<file path="src/rtl/nuc_pkg.sv">
// Shared definitions for the NUC pixel corrector slice.
package nuc_pkg;

  // Bad-pixel replacement policy selected by bad_mode.
  typedef enum logic [1:0] {
    BAD_ZERO   = 2'b00,
    BAD_HOLD   = 2'b01,
    BAD_FILL   = 2'b10,
    BAD_IGNORE = 2'b11
  } bad_mode_e;

  // Enabled cycles from input sample to output register.
  localparam int unsigned NUC_LATENCY = 4;

  // Signed sum width wide enough that product + shifted offset + round never wraps.
  function automatic int unsigned nuc_sum_width(input int unsigned din_w,
                                                input int unsigned gain_w,
                                                input int unsigned ofst_w,
                                                input int unsigned gain_frac);
    int unsigned a;
    int unsigned b;
    a = din_w + gain_w;
    b = ofst_w + gain_frac;
    return ((a > b) ? a : b) + 2;
  endfunction

endpackage

</file>
<file path="src/rtl/nuc_clip_counter.sv">
// Per-frame clipped-pixel counter; reports the previous frame's count on each sof.
module nuc_clip_counter import nuc_pkg::*; #(
  parameter int unsigned CNT_WIDTH = 20
) (
  input  logic                 clk,
  input  logic                 aresetn,
  input  logic                 cen,
  input  logic                 pix_valid,
  input  logic                 pix_sof,
  input  logic                 pix_clip,
  output logic [CNT_WIDTH-1:0] clip_cnt,
  output logic                 clip_cnt_valid
);

  logic [CNT_WIDTH-1:0] acc;

  // Accumulate clips, latch and restart on sof; a clipped sof pixel belongs to the new frame.
  always_ff @(posedge clk or negedge aresetn) begin
    if (!aresetn) begin
      acc            <= '0;
      clip_cnt       <= '0;
      clip_cnt_valid <= 1'b0;
    end else begin
      // Pulse is cleared on stalled cycles so it never stretches.
      clip_cnt_valid <= cen & pix_valid & pix_sof;
      if (cen && pix_valid) begin
        if (pix_sof) begin
          clip_cnt <= acc;
          acc      <= pix_clip ? CNT_WIDTH'(1) : '0;
        end else if (pix_clip && (acc != '1)) begin
          acc <= acc + CNT_WIDTH'(1);
        end
      end
    end
  end

endmodule

</file>
<file path="src/rtl/nuc_dsp_gen.sv">
// NUC pixel corrector: dout = sat((din*gain + ofst<<GAIN_FRAC [+ half LSB]) >> GAIN_FRAC),
// four-stage pipeline with sideband, bad-pixel replacement and clip statistics.
module nuc_dsp_gen import nuc_pkg::*; #(
  parameter int unsigned DIN_WIDTH  = 14,
  parameter int unsigned GAIN_WIDTH = 15,
  parameter int unsigned GAIN_FRAC  = 14,
  parameter int unsigned OFST_WIDTH = 16,
  parameter int unsigned ROUND      = 1,
  parameter int unsigned CNT_WIDTH  = 20
) (
  input  logic                  clk,
  input  logic                  aresetn,
  input  logic                  cen,
  input  logic                  bypass,
  input  logic [1:0]            bad_mode,
  input  logic [DIN_WIDTH-1:0]  bad_fill,
  input  logic                  din_valid,
  input  logic                  din_sol,
  input  logic                  din_sof,
  input  logic [DIN_WIDTH-1:0]  din,
  input  logic [GAIN_WIDTH:0]   gain,
  input  logic [OFST_WIDTH-1:0] ofst,
  output logic                  dout_valid,
  output logic                  dout_sol,
  output logic                  dout_sof,
  output logic [DIN_WIDTH-1:0]  dout,
  output logic                  dout_good,
  output logic                  dout_repl,
  output logic                  dout_clip,
  output logic [CNT_WIDTH-1:0]  clip_cnt,
  output logic                  clip_cnt_valid
);

  localparam int unsigned PW = DIN_WIDTH + GAIN_WIDTH;
  localparam int unsigned SW = nuc_sum_width(DIN_WIDTH, GAIN_WIDTH, OFST_WIDTH, GAIN_FRAC);
  localparam logic signed [SW-1:0] RND =
    ((ROUND != 0) && (GAIN_FRAC > 0)) ? (SW'(1) <<< (GAIN_FRAC - 1)) : '0;

  logic                         s1_valid, s1_sol, s1_sof, s1_good;
  logic [DIN_WIDTH-1:0]         s1_din;
  logic [GAIN_WIDTH-1:0]        s1_coef;
  logic signed [OFST_WIDTH-1:0] s1_ofst;

  logic                         s2_valid, s2_sol, s2_sof, s2_good;
  logic [DIN_WIDTH-1:0]         s2_din;
  logic [PW-1:0]                s2_prod;
  logic signed [OFST_WIDTH-1:0] s2_ofst;

  logic                         s3_valid, s3_sol, s3_sof, s3_good;
  logic [DIN_WIDTH-1:0]         s3_din;
  logic signed [SW-1:0]         s3_sum;

  logic signed [SW-1:0]         prod_ext, ofst_sh, sum_next, r;
  logic [DIN_WIDTH-1:0]         corr, eff_last, last_good, nxt_dout;
  logic                         corr_clip, nxt_good, nxt_repl, nxt_clip;
  bad_mode_e                    mode;

  // S3 adder operands: zero-extended product, sign-extended scaled offset, round constant.
  always_comb begin
    prod_ext = $signed(SW'(s2_prod));
    ofst_sh  = SW'(s2_ofst) <<< GAIN_FRAC;
    sum_next = prod_ext + ofst_sh + RND;
  end

  // S1..S3: register inputs, multiply, add; sideband travels alongside.
  always_ff @(posedge clk or negedge aresetn) begin
    if (!aresetn) begin
      s1_valid <= 1'b0; s1_sol <= 1'b0; s1_sof <= 1'b0; s1_good <= 1'b0;
      s1_din   <= '0;   s1_coef <= '0;  s1_ofst <= '0;
      s2_valid <= 1'b0; s2_sol <= 1'b0; s2_sof <= 1'b0; s2_good <= 1'b0;
      s2_din   <= '0;   s2_prod <= '0;  s2_ofst <= '0;
      s3_valid <= 1'b0; s3_sol <= 1'b0; s3_sof <= 1'b0; s3_good <= 1'b0;
      s3_din   <= '0;   s3_sum  <= '0;
    end else if (cen) begin
      s1_valid <= din_valid;
      s1_sol   <= din_sol & din_valid;
      s1_sof   <= din_sof & din_valid;
      s1_good  <= gain[GAIN_WIDTH];
      s1_din   <= din;
      s1_coef  <= gain[GAIN_WIDTH-1:0];
      s1_ofst  <= $signed(ofst);

      s2_valid <= s1_valid; s2_sol <= s1_sol; s2_sof <= s1_sof; s2_good <= s1_good;
      s2_din   <= s1_din;
      s2_prod  <= PW'(s1_din) * PW'(s1_coef);
      s2_ofst  <= s1_ofst;

      s3_valid <= s2_valid; s3_sol <= s2_sol; s3_sof <= s2_sof; s3_good <= s2_good;
      s3_din   <= s2_din;
      s3_sum   <= sum_next;
    end
  end

  // S4: shift, saturate, then choose between corrected, replacement and bypass values.
  always_comb begin
    mode      = bad_mode_e'(bad_mode);
    r         = s3_sum >>> GAIN_FRAC;
    corr      = '0;
    corr_clip = 1'b0;
    if (r < 0) begin
      corr_clip = 1'b1;
    end else if (r[SW-1:DIN_WIDTH] != '0) begin
      corr      = '1;
      corr_clip = 1'b1;
    end else begin
      corr = r[DIN_WIDTH-1:0];
    end

    // A line start never inherits a pixel from the previous line.
    eff_last = s3_sol ? bad_fill : last_good;

    nxt_dout = corr;
    nxt_good = s3_good;
    nxt_repl = 1'b0;
    nxt_clip = corr_clip;
    if (bypass) begin
      nxt_dout = s3_din;
      nxt_good = 1'b0;
      nxt_clip = 1'b0;
    end else if (!s3_good && (mode != BAD_IGNORE)) begin
      nxt_repl = 1'b1;
      nxt_clip = 1'b0;
      case (mode)
        BAD_ZERO: nxt_dout = '0;
        BAD_HOLD: nxt_dout = eff_last;
        default:  nxt_dout = bad_fill;
      endcase
    end
  end

  // S4 output register and last-good tracker.
  always_ff @(posedge clk or negedge aresetn) begin
    if (!aresetn) begin
      dout_valid <= 1'b0; dout_sol <= 1'b0; dout_sof <= 1'b0;
      dout       <= '0;   dout_good <= 1'b0; dout_repl <= 1'b0; dout_clip <= 1'b0;
      last_good  <= '0;
    end else if (cen) begin
      dout_valid <= s3_valid;
      dout_sol   <= s3_sol;
      dout_sof   <= s3_sof;
      dout       <= nxt_dout;
      dout_good  <= nxt_good;
      dout_repl  <= nxt_repl;
      dout_clip  <= nxt_clip;
      if (s3_valid && s3_good && !bypass) begin
        last_good <= corr;
      end
    end
  end

  nuc_clip_counter #(
    .CNT_WIDTH (CNT_WIDTH)
  ) u_clip_counter (
    .clk            (clk),
    .aresetn        (aresetn),
    .cen            (cen),
    .pix_valid      (s3_valid),
    .pix_sof        (s3_sof),
    .pix_clip       (nxt_clip),
    .clip_cnt       (clip_cnt),
    .clip_cnt_valid (clip_cnt_valid)
  );

endmodule
</file>
<file path="config.mk">
export PLATFORM = sky130hd
export DESIGN_NAME = nuc_dsp_gen
export DESIGN_NICKNAME = d
export VERILOG_FILES = /design/src/rtl/nuc_pkg.sv /design/src/rtl/nuc_clip_counter.sv /design/src/rtl/nuc_dsp_gen.sv
export SDC_FILE = /design/constraint.sdc
export NUM_CORES = 1
export LEC_CHECK = 0
export CORE_ASPECT_RATIO = 1.1
export CORE_MARGIN = 1
export CORE_UTILIZATION = 30
export CTS_BUF_LIST = sky130_fd_sc_hd__clkbuf_4 sky130_fd_sc_hd__clkbuf_8 sky130_fd_sc_hd__clkbuf_16
export DETAILED_ROUTE_END_ITERATION = 12
export PLACE_DENSITY_LB_ADDON = 0.15
export SETUP_SLACK_MARGIN = 0.05
export SLEW_MARGIN = 20
export SYNTH_ARGS = -nofsm -noshare
export SYNTH_HDL_FRONTEND = slang
export SYNTH_SLANG_ARGS = --single-unit
</file>
<file path="constraint.sdc">
create_clock -name clk -period 6.2 [get_ports clk]
set_clock_uncertainty 0.1 [all_clocks]
set_input_delay 0.62 -clock clk [delete_from_list [all_inputs] [get_ports clk]]
set_output_delay 0.62 -clock clk [all_outputs]
set_load 0.005 [all_outputs]
</file>
-- Yosys cells after proc, flatten, opt, wreduce, memory -nomap -nowiden
Index checks and enable logic that the tools add are counted.
- bits in registers: 237
- input bits: 69
- output and inout bits: 41
- logic and storage cells: 72
- add/subtract/negate cells: 3
- multiply operators: 1
- magnitude comparators: 1
- eq/ne operators: 3
- multiplexer cells: 16
- bitwise logic cells: 4
- reduce and logical (&&, ||, !) cells: 13
- operator list (cell ; number):
    $mux 14 ; 5
    $mux 20 ; 2
    $add 31x15->32 const B ; 1
    $add 30x30->31 ; 1
    $mul 14x15->29 ; 1
    $pmux 14 s2 ; 1
    $add 20x1->20 const B ; 1
    $ne 20x20->1 const B ; 1
    $lt 18x1->1 const B ; 1
    $reduce_bool 18->1 ; 1
    $mux 1 ; 8
    $reduce_and 2->1 ; 3
    $logic_and 1x1->1 ; 5
    $and 1x1->1 ; 4
    $eq 2x1->1 const B ; 1
    $logic_not 1->1 ; 2
    $logic_not 2->1 ; 1
    $ne 2x2->1 const B ; 1
    $reduce_bool 2->1 ; 1

-- Logic depth before layout (Yosys ltp)
Gate-level depths: netlist of the first run.
- depth in word-level cells: 8
- depth in mapped cells: 23
- depth with buffers taken out: 22

-- Hierarchy
From an unflattened synthesis of the first run, not the netlist that was laid out.
- cell total of the unflattened synthesis: 1619
- area total of the unflattened synthesis: 16483.3 um^2
- modules (own cells, without submodules) (module ; times used ; cells an instance ; area each (um^2) ; sequential area each (um^2)):
    nuc_dsp_gen ; 1 ; 1417 ; 14386.3 ; 4229.1
    nuc_clip_counter ; 1 ; 202 ; 2097.0 ; 1026.0

-- Worst setup path before layout of the first run
No wires, ideal clock.
- path kind: register to register
- start point: register s1_din[13]
- end point: register s2_prod[27]
- setup time: 0.125 ns
- arrival: 5.765 ns
- required time: 5.975 ns
- setup slack: 0.211 ns
- cell stages (with the launch flop): 21
- path buffers: 1
- clock period less this slack: 5.989 ns
- path through: dfrtp_1 -> clkbuf_1 -> nand2_1 -> fa_1 -> fa_1 -> inv_1 -> fa_1 -> fa_1 -> fa_1 -> inv_1 -> fa_1 -> inv_1 -> ha_1 -> and4_1 -> and3_1 -> a22oi_1 -> a21oi_1 -> nor3_2 -> o41ai_2 -> xor2_1 -> mux2_2
- longest elaborated chain between the ends: 1
- ends and longest elaborated chain (item ; line ; source):
    from (decl) ; nuc_dsp_gen.sv:40 ; logic [DIN_WIDTH-1:0] s1_din;
    from (signal assigned) ; nuc_dsp_gen.sv:79 ; s1_din <= din;
    $mul 14x15->29 ; nuc_dsp_gen.sv:85 ; s2_prod <= PW'(s1_din) * PW'(s1_coef);
    to (signal assigned) ; nuc_dsp_gen.sv:85 ;
    to (decl) ; nuc_dsp_gen.sv:46 ; logic [PW-1:0] s2_prod;
No other way between the ends.
A chain may end at the register's enable or synchronous reset.

-- Worst setup path after layout of the first run
- start point: register s1_din[8]
- end point: register s2_prod[24]
Same word-level chain as after synthesis.

==> summary.log, run 1 <==
qor: clock_tree.cts.clk_slew.worst_paths 0.06 ns
qor: cells_and_area.design.final.nets 2023
qor: sta.maxClockFrequency 0.1677 GHz
qor: clock_tree.cts_made_buffers 28
qor: floorplan.num_rows 88
qor: floorplan.die_width 221.7 µm
qor: drt.antenna_violating_nets_post_route 0
qor: worst_setup_path.cp.depth 20
qor: sta.final_count_of_pins_violating_max_slew 0
qor: logic_synthesis.synth_seq_cells 210
qor: sta.grt_setup_unrepaired yes
qor: place.dp_hpwl 32560 µm
qor: place.buffer_ports.inserted 109
qor: drt.wl_per_instance 17.93 µm
qor: logic_synthesis.synthesis.nets 1871
qor: cells_and_area.area_growth 23.07%
qor: worst_setup_path.worst-endpoint-arrival 6.31 ns
qor: cells_and_area.multiInputGateArea 9881 µm²
qor: worst_hold_path.hold_path_depth 2
qor: logic_synthesis.ys_warn_count 0
qor: global_routing.groute.layer.met2.usage 28.64%
qor: floorplan.die_y 243.6 µm
qor: cells_and_area.final-seq-area 5271 µm²
qor: logic_synthesis.netlist_instances 1542
qor: drt.detail_route.first_pass.iterations 5
qor: worst_setup_path.setup.reg_to_reg.worst_slack 0.24 ns
qor: cells_and_area.post-route-util 37.40%
qor: global_routing.pin_count_of_the_biggest_net_entering_global_routing 120
qor: worst_setup_path.worst-endpoint-required 6.55 ns
qor: worst_setup_path.critical_path.cell_chain buf_4, buf_4, buf_4, and2_1, fa_1, inv_1, fa_1, fa_1, inv_1, fa_1, fa_1, ha_1, ha_1, a21o_1, a21oi_2, o22ai_2, nor3_4, o21bai_1, xor2_1, mux2_2
qor: cells_and_area.fill_cells 5278
qor: worst_setup_path.critical_path_peak_fanout 5
qor: global_routing.grtUsageMet1 21.16%
qor: global_routing.grt_util_met3 2.135%
qor: worst_setup_path.setup.worst_path.class flip-flop to flip-flop
qor: drt.avgViaCountPerCell 4.729
qor: worst_setup_path.end_kind flip-flop
qor: drt.drt_iter0_markers 509
qor: floorplan.io_pins 110
qor: floorplan.initial_utilization 30.39%
qor: logic_synthesis.synthesis.area 15930 µm²
qor: clock_tree.clockBufferDepth 3
qor: clock_tree.clock_tree.root_cell sky130_fd_sc_hd__clkbuf_16
qor: floorplan.core_area 52410 µm²
qor: worst_setup_path.timing.critical_path.to s2_prod[24]
qor: cells_and_area.count_of_inserted_antenna_diode_cells 0
qor: cells_and_area.share_of_post_route_cells_with_drive_strength_above_1 20.57%
qor: sta.final.min_clock_period 5.964 ns
qor: place.globalplace.congestion 0.8157
qor: worst_setup_path.worst_setup_path_start_kind flip-flop
qor: global_routing.grt_first_pass_wirelength 69630 µm
qor: global_routing.grt_overflow_total 0
qor: worst_setup_path.setup.worst_path.start s1_din[8]
qor: drt.drt_wl_total 42880 µm
qor: worst_setup_path.rr_startpoint s1_din[8]
qor: outcome.status finished, final reports clean
qor: worst_setup_path.r2r_end s2_prod[24]
qor: worst_setup_path.critical_path.slowest_cell sky130_fd_sc_hd__fa_1
qor: clock_tree.numClockSinks 210
qor: clock_tree.htree_num_levels 1
qor: job.cap_violations 0
qor: global_routing.globalRouteTotalUtil 16.39%
qor: logic_synthesis.synth_cell_types 56
qor: logic_synthesis.sequential_to_total_area_share_from_yosys_stat 33.00%
qor: logic_synthesis.synthMostInstantiatedCell sky130_fd_sc_hd__dfrtp_1
qor: logic_synthesis.synth_edf_count 0
qor: worst_setup_path.slowest_delay 0.55 ns
qor: drt.vias 11310
qor: sta.hold_violations 0
qor: global_routing.number_of_global_route_vias_before_repair 12250
qor: floorplan.die-area 54010 µm²
qor: sta.slew-limit-headroom 28.82%
qor: logic_synthesis.synthArstFlopShare 100.0%
qor: worst_hold_path.hp-class flip-flop to flip-flop
qor: worst_setup_path.worstPathBufferInverterCount 5
qor: logic_synthesis.library_cell_with_the_largest_summed_area_after_synthesis sky130_fd_sc_hd__dfrtp_1
qor: logic_synthesis.ys_top_cells_by_area sky130_fd_sc_hd__dfrtp_1, sky130_fd_sc_hd__fa_1, sky130_fd_sc_hd__mux2_2, sky130_fd_sc_hd__ha_1, sky130_fd_sc_hd__inv_1
qor: logic_synthesis.yosys.area.top_type_share 33.00%
qor: sta.tightest_slew 1.064 ns
qor: worst_setup_path.ff2ff_path_depth 20
qor: logic_synthesis.avgSynthCellArea 10.33 µm²
qor: sta.setup_viol_count_final 0
qor: sta.finalCritPeriodShare 96.20%
qor: clock_tree.clk-insertion-delay-late 0.58 ns
qor: logic_synthesis.synth.cells.most_frequent sky130_fd_sc_hd__dfrtp_1, sky130_fd_sc_hd__inv_1, sky130_fd_sc_hd__nand2_1
qor: worst_setup_path.cpMostUsedCell sky130_fd_sc_hd__fa_1
qor: clock_tree.clock_tree_from_tritoncts built
qor: drt.detail_route.drc_violations 0
qor: global_routing.number_of_antenna_violations_at_the_first_check_in_global_routing 3
qor: logic_synthesis.ys_dominant_reg_cell sky130_fd_sc_hd__dfrtp_1
qor: global_routing.grt-busiest-layer met2
qor: worst_setup_path.critical-path-top-delay-family adder cells
==> kinds of logic (layout without fill, tap and decap cells) <==
group | Yosys count | after routing | share of synthesized area (%)
xor+xnor | 36 | 36 | 1.980
flops | 210 | 210 | 33.00
fa+ha+maj | 260 | 260 | 27.64
mux | 137 | 137 | 9.695
buf+inv | 275 | 449 | 6.490
simple gates | 443 | 443 | 13.13
compound gates | 181 | 181 | 8.069
==> worst min-delay path by stage <==
stage	slack, ns	start	end
after global placement	0.36	s3_sum[30]	s3_sum[30]
after floorplan	0.22	aresetn	dout[0]
after CTS	0.38	s3_sum[30]	s3_sum[30]
after global routing	0.39	s3_sum[29]	s3_sum[29]
final	0.37	s3_sum[29]	s3_sum[29]
after detailed placement	0.36	s3_sum[30]	s3_sum[30]
==> routing by layer <==
metal	vias up	part of all wire, %
li1	5346	-
met1	5732	44
met2	157	51
met3	67	3.1
met4	4	2.5
met5	-	0.056
==> through the flow <==
stage | hold slack [ns] | instances | worst slack [ns] | instance area (µm²) | setup TNS [ns]
after detailed placement | 0.3619 | 2325 | -0.1598 | 18140 | -0.3662
after floorplan | 0.2244 | 1542 | 0.2106 | 15930 | 0
after CTS | 0.3753 | 2384 | 0.08696 | 19320 | 0
after global routing | 0.3937 | 2391 | -0.01212 | 19600 | -0.01396
final | 0.3692 | 2391 | 0.2356 | 19600 | 0
after global placement | 0.3568 | 2325 | -0.1707 | 18140 | -0.3958
==> cell usage in the layout, fill, tap and decap left out, drive strengths merged, types with 2 or more instances in the layout <==
cell type and instances:
a21o 19, nand3 16, nand4 9, o21bai 3, o21ai 32, mux2 135, buf 87, a21oi 45
xor2 19, a31oi 3, nand2 195, nor2 75, or3 8, nor2b 5, nand2b 3, clkdlybuf4s50 107
o31ai 4, and3 10, and4 6, clkinv 4, o22ai 2, clkbuf 39, dfrtp 210, o21a 10
a311oi 3, mux2i 2, and2 103, a22o 28, o211ai 5, nor3 8, bufinv 5, ha 107
inv 202, a222oi 14, clkinvlp 4, xnor2 17, a211oi 2, fa 153
==> worst reg2reg max path, stage by stage, from the launching register on <==
cell and delay (ns):
sky130_fd_sc_hd__dfrtp_2 0.44, sky130_fd_sc_hd__buf_4 0.17, sky130_fd_sc_hd__buf_4 0.16, sky130_fd_sc_hd__buf_4 0.15, sky130_fd_sc_hd__and2_1 0.16, sky130_fd_sc_hd__fa_1 0.47
sky130_fd_sc_hd__inv_1 0.05, sky130_fd_sc_hd__fa_1 0.46, sky130_fd_sc_hd__fa_1 0.55, sky130_fd_sc_hd__inv_1 0.06, sky130_fd_sc_hd__fa_1 0.51, sky130_fd_sc_hd__fa_1 0.50
sky130_fd_sc_hd__ha_1 0.31, sky130_fd_sc_hd__ha_1 0.35, sky130_fd_sc_hd__a21o_1 0.21, sky130_fd_sc_hd__a21oi_2 0.17, sky130_fd_sc_hd__o22ai_2 0.13, sky130_fd_sc_hd__nor3_4 0.33
sky130_fd_sc_hd__o21bai_1 0.14, sky130_fd_sc_hd__xor2_1 0.17, sky130_fd_sc_hd__mux2_2 0.26
==> layout make-up <==
class | instances | area share (%)
Tap cell | 675 | 4.309
Inverter | 202 | 3.869
Clock inverter | 13 | 1.168
Clock buffer | 39 | 4.220
Timing Repair Buffer | 195 | 9.123
Multi-Input combinational cell | 1057 | 50.41
Sequential cell | 210 | 26.90
==> registers in the layout, summed over array words and instances, names as in the netlist, 15 cells and up <==
name,count
s1_ofst,16
s3_sum,18
u_clip_counter.clip_cnt,20
s2_prod,16
u_clip_counter.acc,20
s1_coef,15
s2_ofst,16
==> timing repair <==
item / 4_1_cts / 5_1_grt
pin swaps: 17 / 69
setup endpoints to repair: 6 / 12
resized for setup: 18 / 65
setup buffers: 7 / 7
hold endpoints to repair: 32 / 0
hold buffers: 1 / 0
Power of run 1 is not shown: default switching activity piles up to over one toggle a cycle in this logic, so the estimate is an artifact.
==> run 2, diff against run 1 <==
- clock period: 6.2 -> 6.15 ns (I/O delays scaled with it)
==> summary.log, run 2 (same netlist as run 1, synthesis figures left out) <==
qor: drt.detail_route.first_pass.iterations 6 [was 5]
qor: floorplan.initial_utilization 30.39% [unchanged]
qor: place.globalplace.congestion 0.8019 [was 0.8157]
qor: cells_and_area.design.final.nets 2033 [was 2023]
qor: drt.wl_per_instance 17.91 µm [was 17.93 µm]
qor: global_routing.grt_overflow_total 0 [unchanged]
qor: sta.setup_viol_count_final 0 [unchanged]
qor: worst_setup_path.worst-endpoint-arrival 6.37 ns [was 6.31 ns]
qor: place.buffer_ports.inserted 109 [unchanged]
qor: cells_and_area.final_cell_area 19610 µm² [was 19600 µm²]
qor: worst_setup_path.worst-endpoint-required 6.49 ns [was 6.55 ns]
qor: worst_setup_path.critical_path_peak_fanout 4 [was 5]
qor: drt.drt_wl_total 42990 µm [was 42880 µm]
qor: worst_setup_path.setup.worst_path.start s1_din[2] [was s1_din[8]]
qor: floorplan.core_area 52410 µm² [unchanged]
qor: cells_and_area.top_regs u_clip_counter.acc: 20 flops, u_clip_counter.clip_cnt: 20 flops, s3_sum: 18 flops [unchanged]
qor: drt.antenna_violating_nets_post_route 0 [unchanged]
qor: sta.grt_setup_unrepaired yes [unchanged]
qor: cells_and_area.layout.cells.most_common sky130_fd_sc_hd__nand2_1 [was sky130_fd_sc_hd__dfrtp_1]
qor: cells_and_area.layout.cells.most_common_list sky130_fd_sc_hd__nand2_1, sky130_fd_sc_hd__dfrtp_1, sky130_fd_sc_hd__inv_1 [was sky130_fd_sc_hd__dfrtp_1, sky130_fd_sc_hd__nand2_1, sky130_fd_sc_hd__inv_1]
qor: floorplan.io_pins 110 [unchanged]
qor: floorplan.die-area 54010 µm² [unchanged]
qor: cells_and_area.final_cells 2401 [was 2391]
qor: drt.vias 11330 [was 11310]
qor: sta.slew-limit-headroom 30.67% [was 28.82%]
qor: global_routing.number_of_antenna_violations_at_the_first_check_in_global_routing 1 [was 3]
qor: sta.hold_violations 0 [unchanged]
qor: global_routing.grt_first_pass_wirelength 69120 µm [was 69630 µm]
qor: job.cap_violations 0 [unchanged]
qor: worst_setup_path.rr_startpoint s1_din[2] [was s1_din[8]]
qor: drt.detail_route.drc_violations 0 [unchanged]
qor: drt.drt_iter0_markers 504 [was 509]
qor: worst_hold_path.min-delay-start s3_sum[29] [unchanged]
qor: cells_and_area.fill_cells 5248 [was 5278]
qor: worst_hold_path.hp-class flip-flop to flip-flop [unchanged]
qor: place.dp_hpwl 32600 µm [was 32560 µm]
qor: worst_setup_path.worst_setup_path_start_kind flip-flop [unchanged]
qor: cells_and_area.area_growth 23.14% [was 23.07%]
qor: clock_tree.numClockSinks 210 [unchanged]
qor: place.postPlaceCellArea 18170 µm² [was 18140 µm²]
qor: floorplan.num_rows 88 [unchanged]
qor: clock_tree.clock_tree_from_tritoncts built [unchanged]
qor: worst_setup_path.setup.worst_path.class flip-flop to flip-flop [unchanged]
qor: drt.avgViaCountPerCell 4.720 [was 4.729]
qor: floorplan.die_width 221.7 µm [unchanged]
qor: floorplan.die_y 243.6 µm [unchanged]
qor: sta.final_count_of_pins_violating_max_slew 0 [unchanged]
qor: clock_tree.clock_tree.root_cell sky130_fd_sc_hd__clkbuf_16 [unchanged]
qor: clock_tree.cts_made_buffers 28 [unchanged]
qor: worst_setup_path.end_kind flip-flop [unchanged]
qor: cells_and_area.count_of_inserted_antenna_diode_cells 0 [unchanged]
qor: global_routing.globalRouteTotalUtil 16.36% [was 16.39%]
qor: sta.tightest_slew 1.036 ns [was 1.064 ns]
qor: clock_tree.clockBufferDepth 3 [unchanged]
qor: clock_tree.htree_num_levels 1 [unchanged]
qor: outcome.status finished, final reports clean [unchanged]
qor: cells_and_area.post-route-util 37.42% [was 37.40%]
qor: sta.final.min_clock_period 6.029 ns [was 5.964 ns]
qor: cells_and_area.share_of_post_route_cells_with_drive_strength_above_1 21.38% [was 20.57%]
qor: sta.finalCritPeriodShare 98.03% [was 96.20%]
qor: global_routing.number_of_global_route_vias_before_repair 12050 [was 12250]
qor: clock_tree.clk-insertion-delay-late 0.58 ns [about the same]
qor: clock_tree.cts.clk_slew.worst_paths 0.06 ns [about the same]
qor: place.place_inst 2329 [was 2325]
qor: sta.maxClockFrequency 0.1659 GHz [was 0.1677 GHz]
qor: global_routing.pin_count_of_the_biggest_net_entering_global_routing 118 [was 120]
[run 2: layer usage]
| layer | vias up | GRT usage (%) | share of wire (%) | routed length (µm) |
|---|---|---|---|---|
| met5 | - | 0 | 0.030 | 13 |
| met4 | 2 | 4.146 | 2.0 | 875 |
| met3 | 53 | 1.918 | 2.9 | 1234 |
| met2 | 148 | 28.40 | 51 | 21800 |
| met1 | 5762 | 21.57 | 44 | 19070 |
| li1 | 5367 | - | - | - |
[run 2: metrics by stage]
stage               worst slack (ns)  TNS [ns]  hold WS, ns
detailed placement           -0.1921   -0.5536       0.3625
finish                        0.1212         0       0.3690
global placement             -0.2386   -0.7267       0.3568
CTS                          0.03120         0       0.3771
floorplan                     0.1606         0       0.2194
global route                 -0.1407   -0.6437       0.3913
[run 2: area by class of cell]
| class | count | area [µm²] | share of cell area, % |
|---|---|---|---|
| inverter | 202 | 758.2 | 3.867 |
| timing repair buffer | 205 | 1867 | 9.520 |
| clock buffer | 40 | 840.8 | 4.288 |
| tap | 675 | 844.6 | 4.307 |
| clock inverter | 12 | 168.9 | 0.8614 |
| multi-input combinational | 1057 | 9856 | 50.26 |
| sequential | 210 | 5275 | 26.90 |
[run 2: what timing repair did]
action | CTS | global route
resized for setup | 16 | 77
setup buffers | 7 | 14
hold buffers | 1 | 0
hold endpoints to repair | 31 | 0
endpoints found under the setup margin | 10 | 13
pin swaps | 7 | 67
[run 2: worst paths after layout]
kind | to | slack (ns) | cells past startpoint
setup / recovery | s2_prod[27] | 0.12 | 21
hold / removal | s3_sum[29] | 0.37 | 2
setup reg to reg | s2_prod[27] | 0.12 | 21
hold reg to reg | s3_sum[29] | 0.37 | 2
max in group asynchronous | s1_coef[9] | 4.19 | 3
min in group asynchronous | u_clip_counter.clip_cnt_valid | 0.53 | 2
[run 2: critical path: stages, from the launching register on]
cell and delay, ns:
sky130_fd_sc_hd__dfrtp_2 0.44, sky130_fd_sc_hd__buf_6 0.13, sky130_fd_sc_hd__and2_1 0.14, sky130_fd_sc_hd__fa_1 0.47, sky130_fd_sc_hd__inv_1 0.05, sky130_fd_sc_hd__fa_1 0.50, sky130_fd_sc_hd__inv_1 0.05, sky130_fd_sc_hd__fa_1 0.45
sky130_fd_sc_hd__fa_1 0.50, sky130_fd_sc_hd__fa_1 0.56, sky130_fd_sc_hd__inv_1 0.07, sky130_fd_sc_hd__fa_1 0.53, sky130_fd_sc_hd__inv_2 0.05, sky130_fd_sc_hd__ha_4 0.25, sky130_fd_sc_hd__and4_1 0.19, sky130_fd_sc_hd__and3_4 0.20
sky130_fd_sc_hd__o211ai_1 0.16, sky130_fd_sc_hd__a21oi_4 0.25, sky130_fd_sc_hd__nor3_4 0.09, sky130_fd_sc_hd__o41ai_4 0.32, sky130_fd_sc_hd__xor2_1 0.11, sky130_fd_sc_hd__mux2_4 0.26
Power of run 2 is left out for the same reason.
